--- src/rtl/riscv_pkg.sv ---
`default_nettype none
// ============================================================================
// Module      : riscv_pkg
// Description : Shared RV32 definitions: opcodes, NOP encoding, hazard FSM
//               state encoding and operand-usage decode helpers.
// Revision    : 1.0 - initial release
// ============================================================================
package riscv_pkg;

    localparam logic [6:0] OPC_LOAD   = 7'b0000011;
    localparam logic [6:0] OPC_STORE  = 7'b0100011;
    localparam logic [6:0] OPC_OP     = 7'b0110011;
    localparam logic [6:0] OPC_OP_IMM = 7'b0010011;
    localparam logic [6:0] OPC_BRANCH = 7'b1100011;
    localparam logic [6:0] OPC_LUI    = 7'b0110111;
    localparam logic [6:0] OPC_AUIPC  = 7'b0010111;
    localparam logic [6:0] OPC_JAL    = 7'b1101111;
    localparam logic [6:0] OPC_JALR   = 7'b1100111;

    // addi x0, x0, 0
    localparam logic [31:0] NOP_INSTR = 32'h0000_0013;

    typedef enum logic [1:0] {
        ST_RUN      = 2'd0,
        ST_LU_WAIT  = 2'd1,
        ST_MDU_WAIT = 2'd2,
        ST_FLUSH    = 2'd3
    } hz_state_e;

    // Only the U-type and JAL formats carry no rs1 field.
    function automatic logic uses_rs1(input logic [6:0] opcode);
        return !((opcode == OPC_LUI) || (opcode == OPC_AUIPC) || (opcode == OPC_JAL));
    endfunction

    // rs2 is a real operand only for R-type, stores and branches.
    function automatic logic uses_rs2(input logic [6:0] opcode);
        return (opcode == OPC_OP) || (opcode == OPC_STORE) || (opcode == OPC_BRANCH);
    endfunction

endpackage
`default_nettype wire

--- src/rtl/hazard_detect.sv ---
`default_nettype none
// ============================================================================
// Module      : hazard_detect
// Description : Combinational load-use detector. Compares the destination of
//               a load in EX against the source operands the ID instruction
//               actually reads. Reusable by forwarding logic.
// Revision    : 1.0 - initial release
// ============================================================================
module hazard_detect
    import riscv_pkg::*;
#(
    parameter int XLEN = 32
) (
    input  logic [XLEN-1:0] id_instr,
    input  logic [XLEN-1:0] ex_instr,
    output logic            lu_hit
);

    logic [4:0] w_ex_rd;
    logic [4:0] w_id_rs1;
    logic [4:0] w_id_rs2;
    logic [6:0] w_ex_op;
    logic [6:0] w_id_op;
    logic       w_rs1_hit;
    logic       w_rs2_hit;
    logic       w_unused_bits;

    assign w_ex_op  = ex_instr[6:0];
    assign w_ex_rd  = ex_instr[11:7];
    assign w_id_op  = id_instr[6:0];
    assign w_id_rs1 = id_instr[19:15];
    assign w_id_rs2 = id_instr[24:20];

    // Immediate / funct fields do not take part in the compare.
    assign w_unused_bits = ^{id_instr, ex_instr};

    // Operand-qualified register compare; x0 is never a real dependency.
    always_comb begin
        w_rs1_hit = uses_rs1(w_id_op) && (w_id_rs1 == w_ex_rd);
        w_rs2_hit = uses_rs2(w_id_op) && (w_id_rs2 == w_ex_rd);
        lu_hit    = (w_ex_op == OPC_LOAD) && (w_ex_rd != 5'd0) && (w_rs1_hit || w_rs2_hit);
    end

endmodule
`default_nettype wire

--- src/rtl/hazard_ctrl.sv ---
`default_nettype none
// ============================================================================
// Module      : hazard_ctrl
// Description : 5-stage pipeline hazard controller. Load-use stall of
//               LU_STALL cycles, mul/div hold, taken-branch flush and a
//               saturating stall-cycle performance counter.
// Revision    : 1.0 - initial release
// ============================================================================
module hazard_ctrl
    import riscv_pkg::*;
#(
    parameter int XLEN     = 32,
    parameter int LU_STALL = 1,
    parameter int EN_MDU   = 1,
    parameter int CNT_W    = 16
) (
    input  logic             clk,
    input  logic             rst,
    input  logic [XLEN-1:0]  id_instr,
    input  logic [XLEN-1:0]  ex_instr,
    input  logic             taken_branch,
    input  logic             mdu_busy,
    output logic [3:0]       stall,
    output logic [1:0]       bubble,
    output logic [1:0]       flush,
    output logic [CNT_W-1:0] stall_cnt,
    output logic [1:0]       hz_state
);

    localparam logic [2:0] C_LU_INIT = 3'(LU_STALL - 1);

    hz_state_e r_state;
    hz_state_e w_next_state;
    logic [2:0] r_lu_cnt;
    logic [2:0] w_next_lu_cnt;
    logic       w_lu_hit;
    logic       w_mdu_busy;

    hazard_detect #(
        .XLEN (XLEN)
    ) u_detect (
        .id_instr (id_instr),
        .ex_instr (ex_instr),
        .lu_hit   (w_lu_hit)
    );

    assign w_mdu_busy = (EN_MDU != 0) && mdu_busy;
    assign hz_state   = r_state;

    // State and load-use countdown registers.
    always_ff @(posedge clk or negedge rst) begin
        if (!rst) begin
            r_state  <= ST_RUN;
            r_lu_cnt <= 3'd0;
        end else begin
            r_state  <= w_next_state;
            r_lu_cnt <= w_next_lu_cnt;
        end
    end

    // Next-state and Mealy output decode; FLUSH reuses the RUN decisions.
    always_comb begin
        w_next_state  = r_state;
        w_next_lu_cnt = r_lu_cnt;
        stall         = 4'b0000;
        bubble        = 2'b00;
        flush         = 2'b00;
        case (r_state)
            ST_LU_WAIT: begin
                if (taken_branch) begin
                    flush         = 2'b11;
                    w_next_state  = ST_FLUSH;
                    w_next_lu_cnt = 3'd0;
                end else begin
                    stall         = 4'b0011;
                    bubble        = 2'b01;
                    w_next_lu_cnt = r_lu_cnt - 3'd1;
                    if (r_lu_cnt <= 3'd1) begin
                        w_next_state  = ST_RUN;
                        w_next_lu_cnt = 3'd0;
                    end
                end
            end
            ST_MDU_WAIT: begin
                // EX holds the MDU op, so a branch cannot be resolving here.
                if (w_mdu_busy) begin
                    stall  = 4'b0111;
                    bubble = 2'b10;
                end else begin
                    w_next_state = ST_RUN;
                end
            end
            default: begin
                w_next_state = ST_RUN;
                if (taken_branch) begin
                    flush        = 2'b11;
                    w_next_state = ST_FLUSH;
                end else if (w_mdu_busy) begin
                    stall        = 4'b0111;
                    bubble       = 2'b10;
                    w_next_state = ST_MDU_WAIT;
                end else if (w_lu_hit) begin
                    stall  = 4'b0011;
                    bubble = 2'b01;
                    if (LU_STALL > 1) begin
                        w_next_state  = ST_LU_WAIT;
                        w_next_lu_cnt = C_LU_INIT;
                    end
                end
            end
        endcase
    end

    // Saturating count of cycles with any hold enable asserted.
    always_ff @(posedge clk or negedge rst) begin
        if (!rst) begin
            stall_cnt <= '0;
        end else if ((|stall) && (stall_cnt != {CNT_W{1'b1}})) begin
            stall_cnt <= stall_cnt + CNT_W'(1);
        end
    end

endmodule
`default_nettype wire

--- config.mk ---
export PLATFORM = sky130hd
export DESIGN_NAME = hazard_ctrl
export DESIGN_NICKNAME = d
export VERILOG_FILES = /design/src/rtl/riscv_pkg.sv /design/src/rtl/hazard_detect.sv /design/src/rtl/hazard_ctrl.sv
export SDC_FILE = /design/constraint.sdc
export NUM_CORES = 1
export LEC_CHECK = 0
export ABC_AREA = 1
export BUFFER_PORTS_ARGS = -buffer_cell sky130_fd_sc_hd__buf_2
export CAP_MARGIN = 0
export CORE_MARGIN = 8
export CORE_UTILIZATION = 44
export DETAILED_ROUTE_END_ITERATION = 6
export PLACE_DENSITY = 0.8
export SLEW_MARGIN = 20
export SYNTH_ARGS = -nofsm -noshare
export SYNTH_HDL_FRONTEND = slang
export SYNTH_SLANG_ARGS = --single-unit
--- constraint.sdc ---
create_clock -name clk -period 2.15 [get_ports clk]
set_clock_uncertainty 0.1 [all_clocks]
set_input_delay 0.1075 -clock clk [delete_from_list [all_inputs] [get_ports clk]]
set_output_delay 0.1075 -clock clk [all_outputs]
set_load 0.02 [all_outputs]
==> results of run 1 <==
-- cell type report --
class | count | area [um2] | share of cell area [%]
clock buffer | 4 | 45.04 | 2.218
inverter | 36 | 135.1 | 6.654
multi-input combinational | 183 | 927.1 | 45.66
sequential | 21 | 525.5 | 25.88
tap | 48 | 60.06 | 2.957
timing repair buffer | 62 | 337.8 | 16.64
-- synthesized netlist by cell type (all sizes together) --
library cell / count / area [um2]
a21oi: 3 / 18.77
nor3: 9 / 50.05
ha: 5 / 62.56
xor2: 9 / 78.83
nor2: 21 / 83.83
dfrtp: 21 / 525.5
and2: 1 / 6.260
nand2: 89 / 349.1
nand3: 27 / 145.1
o22ai: 1 / 6.260
nor4: 3 / 18.77
conb: 1 / 3.750
xnor2: 3 / 26.28
clkinv: 1 / 3.750
nand4: 3 / 18.77
o21ai: 7 / 35.03
inv: 35 / 131.4
buf: 7 / 65.06
o31ai: 1 / 7.510
-- layer usage --
metal	global-route usage [%]	up-vias	share of wire, %
li1	-	890	-
met1	14.70	728	45
met2	22.60	43	48
met3	4.895	4	6.7
met4	1.698	0	0.50
met5	0	-	0
-- cell usage in the layout, fill, tap and decap left out, types with 2 or more instances in the layout --
cell	Yosys	layout
a21oi_1	2	2
clkbuf_8	0	3
nand3_1	25	25
nand3_2	2	2
nor4_1	3	3
inv_1	30	29
buf_4	4	3
buf_2	1	57
nand2_2	3	3
nor2_2	2	2
o21ai_0	5	5
dfrtp_1	21	21
xnor2_1	3	3
inv_2	5	6
nor2_1	19	19
nand2_1	85	85
xor2_1	9	9
nand4_1	3	3
nor3_1	8	8
ha_1	5	4
-- logic make-up (layout without fill, tap and decap cells) --
| logic type | Yosys count | after routing | synth area share [%] |
|---|---|---|---|
| and+or+nand+nor | 153 | 153 | 41.06 |
| buffers and inverters | 43 | 102 | 12.23 |
| DFF | 21 | 21 | 32.11 |
| AOI/OAI and AO/OA | 12 | 12 | 4.129 |
| xor gates and xnor gates | 12 | 12 | 6.423 |
| adders and majority gates | 5 | 5 | 3.823 |
| other | 1 | 1 | 0.2291 |
-- tightest hold or removal path, cell delays in order --
cell	delay [ps]
buf_2	130
o21ai_0	70
o21ai_0	80
-- state kept, by name, indices dropped and copies added, names as in the netlist --
| name | cells |
|---|---|
| stall_cnt | 16 |
| r_lu_cnt | 3 |
| hz_state | 2 |
-- power by group through the flow --
stage	logic, uW	clock network, uW	registers, uW
final	950	255	546
after global routing	1060	282	558
after CTS	911	260	542
after detailed placement	893	0	548
after global placement	879	0	547
after floorplan	610	0	605
-- path summary, 6_finish.rpt --
check | from | end | slack, ps | depth (start not counted)
setup / recovery | hz_state[0]$_DFFE_PN0P_ | stall[0] | 160 | 10
hold / removal | taken_branch | hz_state[0]$_DFFE_PN0P_ | 70 | 3
setup reg to reg | hz_state[0]$_DFFE_PN0P_ | stall_cnt[1]$_DFFE_PN0P_ | 230 | 12
hold reg to reg | stall_cnt[15]$_DFFE_PN0P_ | stall_cnt[15]$_DFFE_PN0P_ | 400 | 2
max in group asynchronous | rst | stall_cnt[15]$_DFFE_PN0P_ | 1410 | 2
min in group asynchronous | rst | stall_cnt[5]$_DFFE_PN0P_ | 220 | 2
-- stage by stage --
step	worst slack (ps)	instances	power [uW]
after global routing	15.20	354	1902
after floorplan	45.60	247	1215
final	160.3	354	1750
after detailed placement	230.4	347	1441
after global placement	252.3	347	1426
after CTS	43.87	353	1712
-- timing repair --
item	4_1_cts	5_1_grt
hold endpoints to repair	21	0
endpoints found under the setup margin	2	12
buffers inserted	1	1
gates cloned	0	0
hold buffers	1	0
resized for setup	0	3
pin swaps	1	0
==> reports/metrics.yaml, run 1 <==
placement:
  portBuffers: 57
  place_area_um2: 1944
  dpl.hpwl_mm: 3.064
  gp_congestion: 0.8330
floorplanning:
  io_pins: 94
  core_area_um2: 3606
  die_area_um2: 5927
  row_count: 22
  die_w_um: 76.99
  initial_utilization_pct: 45.39
  die_height_um: 76.99
route:
  vias_per_cell: 4.703
  vias: 1665
  drt_wl_total_mm: 3.767
  antenna_left: 0
  drt-initial-drc-count: 100
  wl_per_cell_um: 10.64
  route.detailed.drc: 0
  dr.pass1.iters: 4
setup_path:
  worstSetupPathType: "register to output pin"
  slowest_delay_ps: 410
  critPathTopFamily: "buffers and inverters"
  crit_buf_inv: 4
  startpoint_type: "register"
  end_kind: "output pin"
  crit_chain: "inv_1 -> ha_4 -> inv_2 -> nor2_2 -> nand2_1 -> o21ai_2 -> a21oi_2 -> nand2_4 -> buf_12 -> buf_2"
  slowest_stage: "dfrtp_1"
  required_ps: 1940
  crit_arrival_ps: 1780
  worstPathMaxFanout: 14
synth:
  synth_nets: 320
  yosys_warnings: 0
  ys_seq_area_share_pct: 32.11
  synth.ff_latch_count: 21
  ys_types: 29
  synth_area_um2: 1637
  synth_cells: 247
  syn_avg_cell_area_um2: 6.626
finish:
  design_area_um2: 2031
  area_growth_pct: 24.08
  antenna_cells: 0
  final_util_pct: 56.32
  drive_gt1_share_pct: 26.80
  fill_cells: 357
  nets: 380
run:
  maxCapViolations: 0
power:
  power_switching_uw: 784.7
  p_leak_uw: 0.001149
  peakVddDrop_v: 0.0006844
  clkPwrFrac_pct: 14.6
  seqPwrFrac_pct: 31.2
  powerDensity_nw_per_um2: 861.9
  power_frac_comb_pct: 54.3
  internal-power_uw: 965.6
  switching_share_pct: 44.83
global_routing:
  grt_first_pass_wirelength_mm: 6.665
  antenna_found_initial: 0
  grt_pass1_vias: 1622
  overflow: 0
  grt_max_degree: 22
  track_usage_pct: 12.85
sta:
  setup_viol: 0
  layout_min_cycle_time_ps: 1990
  rsz0062_at_grt: "false"
  fmax_ghz: 0.5026
  hold_viol: 0
  fin_crit_sh_pct: 92.54
  setup_tns_ps: 0
  whs_ps: 73.80
  drv_slew: 0
outcome:
  outcome: "complete, no violations"
clock_tree:
  cts_tree: "yes"
  clk_latency_ps: 260
  path_clk_slew_ps: 70
  h-tree-depth: 1
  cts_buffers: 3
  ctsLongestPathBuffers: 2
  root_buffer: "clkbuf_8"
  cts.sinks: 21
worst_hold_path:
  hold_path.class: "input port to register"
Note: power is estimated with default switching activity, not from simulation.
==> inputs of run 2 (changes only) <==
Settings changed: CELL_PAD_IN_SITES_DETAIL_PLACEMENT from default to 0, CELL_PAD_IN_SITES_GLOBAL_PLACEMENT from default to 2, CORE_UTILIZATION 44 to 22, CTS_BUF_LIST from default to sky130_fd_sc_hd__clkbuf_4 sky130_fd_sc_hd__clkbuf_8, PLACE_DENSITY 0.8 to default, PLACE_DENSITY_LB_ADDON from default to 0.1.
==> reports/metrics.yaml, run 2 (synthesized netlist as in run 1, its figures left out) <==
clock_tree:
  ctsLongestPathBuffers: 2
  cts_buffers: 3
  h-tree-depth: 1
  cts_tree: "yes"
  path_clk_slew_ps: 80
  root_buffer: "clkbuf_8"
  clk_latency_ps: 260
  cts.sinks: 21
setup_path:
  worstSetupPathType: "register to output pin"
  worstPathMaxFanout: 14
  r2r_cells: 9
  end_kind: "output pin"
  crit_arrival_ps: 1820
  reg2reg_from: "stall_cnt[0]$_DFFE_PN0P_"
  r2r_end: "stall_cnt[9]$_DFFE_PN0P_"
  required_ps: 1940
  crit_chain: "inv_1 -> ha_4 -> inv_2 -> nor2_2 -> nand2_1 -> o21ai_2 -> a21oi_2 -> nand2_4 -> buf_12 -> buf_4"
  slowest_delay_ps: 420
  slowest_stage: "dfrtp_1"
  startpoint_type: "register"
  r2r_slack_ps: 320
route:
  drt_wl_total_mm: 4.807
  wl_met2_mm: 2.200
  wl_per_cell_um: 11.78
  route.detailed.drc: 0
  top_layer: "met4"
  drt-initial-drc-count: 40
  antenna_left: 0
  dr_wl_met3_um: 175
  met1_length_mm: 2.402
  dr.pass1.iters: 4
  vias: 1680
  vias_per_cell: 4.118
global_routing:
  grt_first_pass_wirelength_mm: 8.079
  track_usage_pct: 9.656
  overflow: 0
  antenna_found_initial: 0
  grt_pass1_vias: 1746
  grt_max_degree: 22
floorplanning:
  initial_utilization_pct: 22.68
  io_pins: 94
  core_area_um2: 7214
  row_count: 31
  die_height_um: 102.3
  die_w_um: 102.3
  die_area_um2: 10460
placement:
  portBuffers: 57
  dpl.hpwl_mm: 3.946
  placed_cells: 402
  gp_congestion: 0.7052
run:
  maxCapViolations: 0
sta:
  fmax_ghz: 0.4936
  whs_ps: 103.2
  fin_crit_sh_pct: 94.23
  layout_min_cycle_time_ps: 2026
  rsz0062_at_grt: "false"
  setup_viol: 0
  setup_tns_ps: 0
  hold_viol: 0
  drv_slew: 0
finish:
  antenna_cells: 0
  layout_commonest_cell: "nand2_1"
  nets: 383
  drive_gt1_share_pct: 28.48
  regMostFlops: "stall_cnt"
  final_util_pct: 29.47
  area_growth_pct: 29.89
  multi_input_area_um2: 929.6
  final_cells: 408
  final_cell_mix: "nand2_1 (85), buf_2 (55), inv_1 (28)"
  fill_cells: 857
  regArea_um2: 525.5
  largest_register_ffs: 16
power:
  powerDensity_nw_per_um2: 847.8
  p_leak_uw: 0.001166
  peakVddDrop_v: 0.0001837
worst_hold_path:
  min_from: "taken_branch"
  worstHoldPathCells: 3
  hold_end: "hz_state[0]$_DFFE_PN0P_"
  hold_path.class: "input port to register"
outcome:
  outcome: "complete, no violations"
## run 2: power by group
group | internal, uW | total, uW | leakage, uW | switching (uW)
Combinational | 385 | 985 | 0.000857 | 601
Sequential | 468 | 549 | 0.000284 | 81.0
Clock | 129 | 268 | 0.0000255 | 139
## run 2: cell type report
type / count / area share, %
multi-input combinational: 183 / 43.73
sequential: 21 / 24.72
timing repair buffer: 65 / 17.19
inverter: 36 / 6.357
tap: 99 / 5.827
clock buffer: 3 / 1.942
clock inverter: 1 / 0.2354
## run 2: metrics by stage
stage / power (uW) / cell area, um2 / setup slack (ps)
2_1_floorplan: 1215 / 1637 / 45.60
3_3_place_gp: 1503 / 2038 / 253.1
3_5_place_dp: 1491 / 2038 / 247.0
4_1_cts: 1790 / 2098 / 8.313
5_1_grt: 1974 / 2126 / 6.885
6_report: 1802 / 2126 / 124.1
## run 2: critical path: cells and delay by family, from the launching register on
family          cells  cell delay, ps
compound gates      2             220
simple gates        3             210
flops               1             420
buf+inv             4             480
fa+ha+maj           1             210
## run 2: worst max path at each step
stage	to	startpoint	slack, ps	cells past startpoint
CTS	stall[1]	hz_state[0]$_DFFE_PN0P_	8	10
detailed placement	stall_cnt[4]$_DFFE_PN0P_	hz_state[0]$_DFFE_PN0P_	250	12
floorplan	stall[1]	hz_state[0]$_DFFE_PN0P_	50	10
global route	stall[1]	hz_state[0]$_DFFE_PN0P_	7	10
global placement	stall_cnt[4]$_DFFE_PN0P_	hz_state[0]$_DFFE_PN0P_	250	12
finish	stall[0]	hz_state[0]$_DFFE_PN0P_	120	10
## run 2: timing repair
item | CTS | global route
endpoints found under the setup margin | 2 | 2
gates resized for setup | 1 | 6
hold endpoints to repair | 21 | 0
hold buffers | 1 | 0
setup buffers | 0 | 1
## run 2: metal layers
layer | up-vias | global-route usage, %
li1 | 897 | -
met1 | 753 | 12.22
met2 | 28 | 16.09
met3 | 2 | 1.771
met4 | 0 | 3.047
met5 | - | 0
==> inputs of run 3 (changes only) <==
Settings changed: CORE_UTILIZATION 22 to 21, CTS_BUF_LIST sky130_fd_sc_hd__clkbuf_4 sky130_fd_sc_hd__clkbuf_8 to default.
==> reports/metrics.yaml, run 3 (synthesized netlist as in run 1, its figures left out) <==
finish:
  final_cells: 411
  layout_commonest_cell: "nand2_1"
  final_cell_mix: "nand2_1 (85), buf_2 (57), inv_1 (29)"
  area_growth_pct: 30.66
  antenna_cells: 0
  largest_register_ffs: 16
  regMostFlops: "stall_cnt"
  drive_gt1_share_pct: 27.83
  fill_cells: 885
  nets: 383
  design_area_um2: 2138
sta:
  fmax_ghz: 0.5015
  drv_slew: 0
  hold_viol: 0
  setup_viol: 0
  relSlewSlack_pct: 66.33
  layout_min_cycle_time_ps: 1994
  fin_crit_sh_pct: 92.74
  setup_tns_ps: 0
  rsz0062_at_grt: "false"
  tightestPinTransition_ps: 505.1
route:
  top_layer: "met4"
  wl_met2_mm: 2.229
  vias: 1659
  vias_per_cell: 4.036
  dr_wl_met3_um: 215
  antenna_left: 0
  dr.pass1.iters: 4
  drt_wl_total_mm: 4.882
  met1_length_mm: 2.402
  route.detailed.drc: 0
  drt-initial-drc-count: 48
  wl_per_cell_um: 11.88
setup_path:
  startpoint_type: "register"
  worstSetupPathType: "register to output pin"
  end_kind: "output pin"
  r2r_cells: 11
  worstPathMaxFanout: 15
  crit_arrival_ps: 1790
  required_ps: 1940
global_routing:
  antenna_found_initial: 0
  grt_first_pass_wirelength_mm: 8.383
  overflow: 0
  track_usage_pct: 9.202
  grt_pass1_vias: 1674
  grt_max_degree: 22
placement:
  gp_congestion: 0.7258
  portBuffers: 57
  placed_cells: 404
  place_area_um2: 2034
  dpl.hpwl_mm: 4.003
power:
  internal-power_uw: 976.7
  seqPwrFrac_pct: 29.7
  powerDensity_nw_per_um2: 845.7
  power_frac_comb_pct: 55.4
  p_leak_uw: 0.001165
  switching_share_pct: 45.99
  clkPwrFrac_pct: 14.9
  peakVddDrop_v: 0.0002122
  power_switching_uw: 831.6
worst_hold_path:
  worstHoldPathCells: 3
  hold_path.class: "input port to register"
clock_tree:
  cts_buffers: 3
  ctsLongestPathBuffers: 2
  h-tree-depth: 1
  cts.sinks: 21
  cts_tree: "yes"
  clk_latency_ps: 260
  root_buffer: "clkbuf_8"
  path_clk_slew_ps: 80
floorplanning:
  initial_utilization_pct: 21.40
  die_area_um2: 10870
  row_count: 32
  die_height_um: 104.3
  die_w_um: 104.3
  core_area_um2: 7647
  io_pins: 94
outcome:
  outcome: "complete, no violations"
run:
  maxCapViolations: 0
-- run 3: per-layer routing --
layer	up-vias	global-route usage, %
met2	31	14.80
met3	2	2.354
met1	734	11.82
li1	892	-
met4	0	2.482
met5	-	0
-- run 3: final timing paths --
kind	from	to	slack, ps
worst max-delay path	hz_state[1]$_DFFE_PN0P_	stall[0]	160
worst min-delay path	taken_branch	hz_state[0]$_DFFE_PN0P_	120
worst max register to register	hz_state[1]$_DFFE_PN0P_	stall_cnt[7]$_DFFE_PN0P_	310
worst min register to register	stall_cnt[15]$_DFFE_PN0P_	stall_cnt[15]$_DFFE_PN0P_	400
max in group asynchronous	rst	stall_cnt[9]$_DFFE_PN0P_	1370
min in group asynchronous	rst	r_lu_cnt[0]$_DFFE_PN0P_	240
-- run 3: power by group through the flow --
| stage | clock (uW) | sequential, uW | combinational [uW] |
|---|---|---|---|
| finish | 270 | 537 | 1000 |
| floorplan | 0 | 605 | 610 |
| CTS | 297 | 539 | 999 |
| global route | 302 | 554 | 1140 |
| global placement | 0 | 545 | 939 |
| detailed placement | 0 | 547 | 925 |
-- run 3: cell type report --
type                       instances  area (um2)  share of cell area [%]
sequential                        21       525.5                   24.58
clock buffer                       4       45.04                   2.106
tap                              102       127.6                   5.968
multi-input combinational        183       944.7                   44.18
timing repair buffer              65       360.3                   16.85
inverter                          36       135.1                   6.320
-- run 3: through the flow --
| stage | setup WS (ps) | power, uW | hold slack, ps | utilization (%) |
|---|---|---|---|---|
| 2_1_floorplan | 45.60 | 1215 | -288.1 | - |
| 3_3_place_gp | 60.03 | 1484 | 19.50 | 26.60 |
| 3_5_place_dp | 78.85 | 1471 | 16.45 | 26.60 |
| 4_1_cts | 87.00 | 1835 | 81.30 | 27.77 |
| 5_1_grt | 9.058 | 1992 | 156.4 | 27.96 |
| 6_report | 156.0 | 1808 | 115.9 | 27.96 |
-- run 3: timing repair --
item | in CTS | in global routing
endpoints found under the hold margin | 21 | 0
buffers inserted | 2 | 0
pin swaps | 1 | 0
hold buffers | 1 | 0
endpoints found under the setup margin | 2 | 12
gates resized for setup | 3 | 4
-- run 3: worst max-delay path, cell delays in order, from the launching register on --
cell and delay, ps:
dfrtp_1 400, buf_4 140, inv_1 30, ha_1 210, inv_1 140, nor2_4 50, a21oi_2 170, nand2_4 70
buf_12 150, buf_2 150
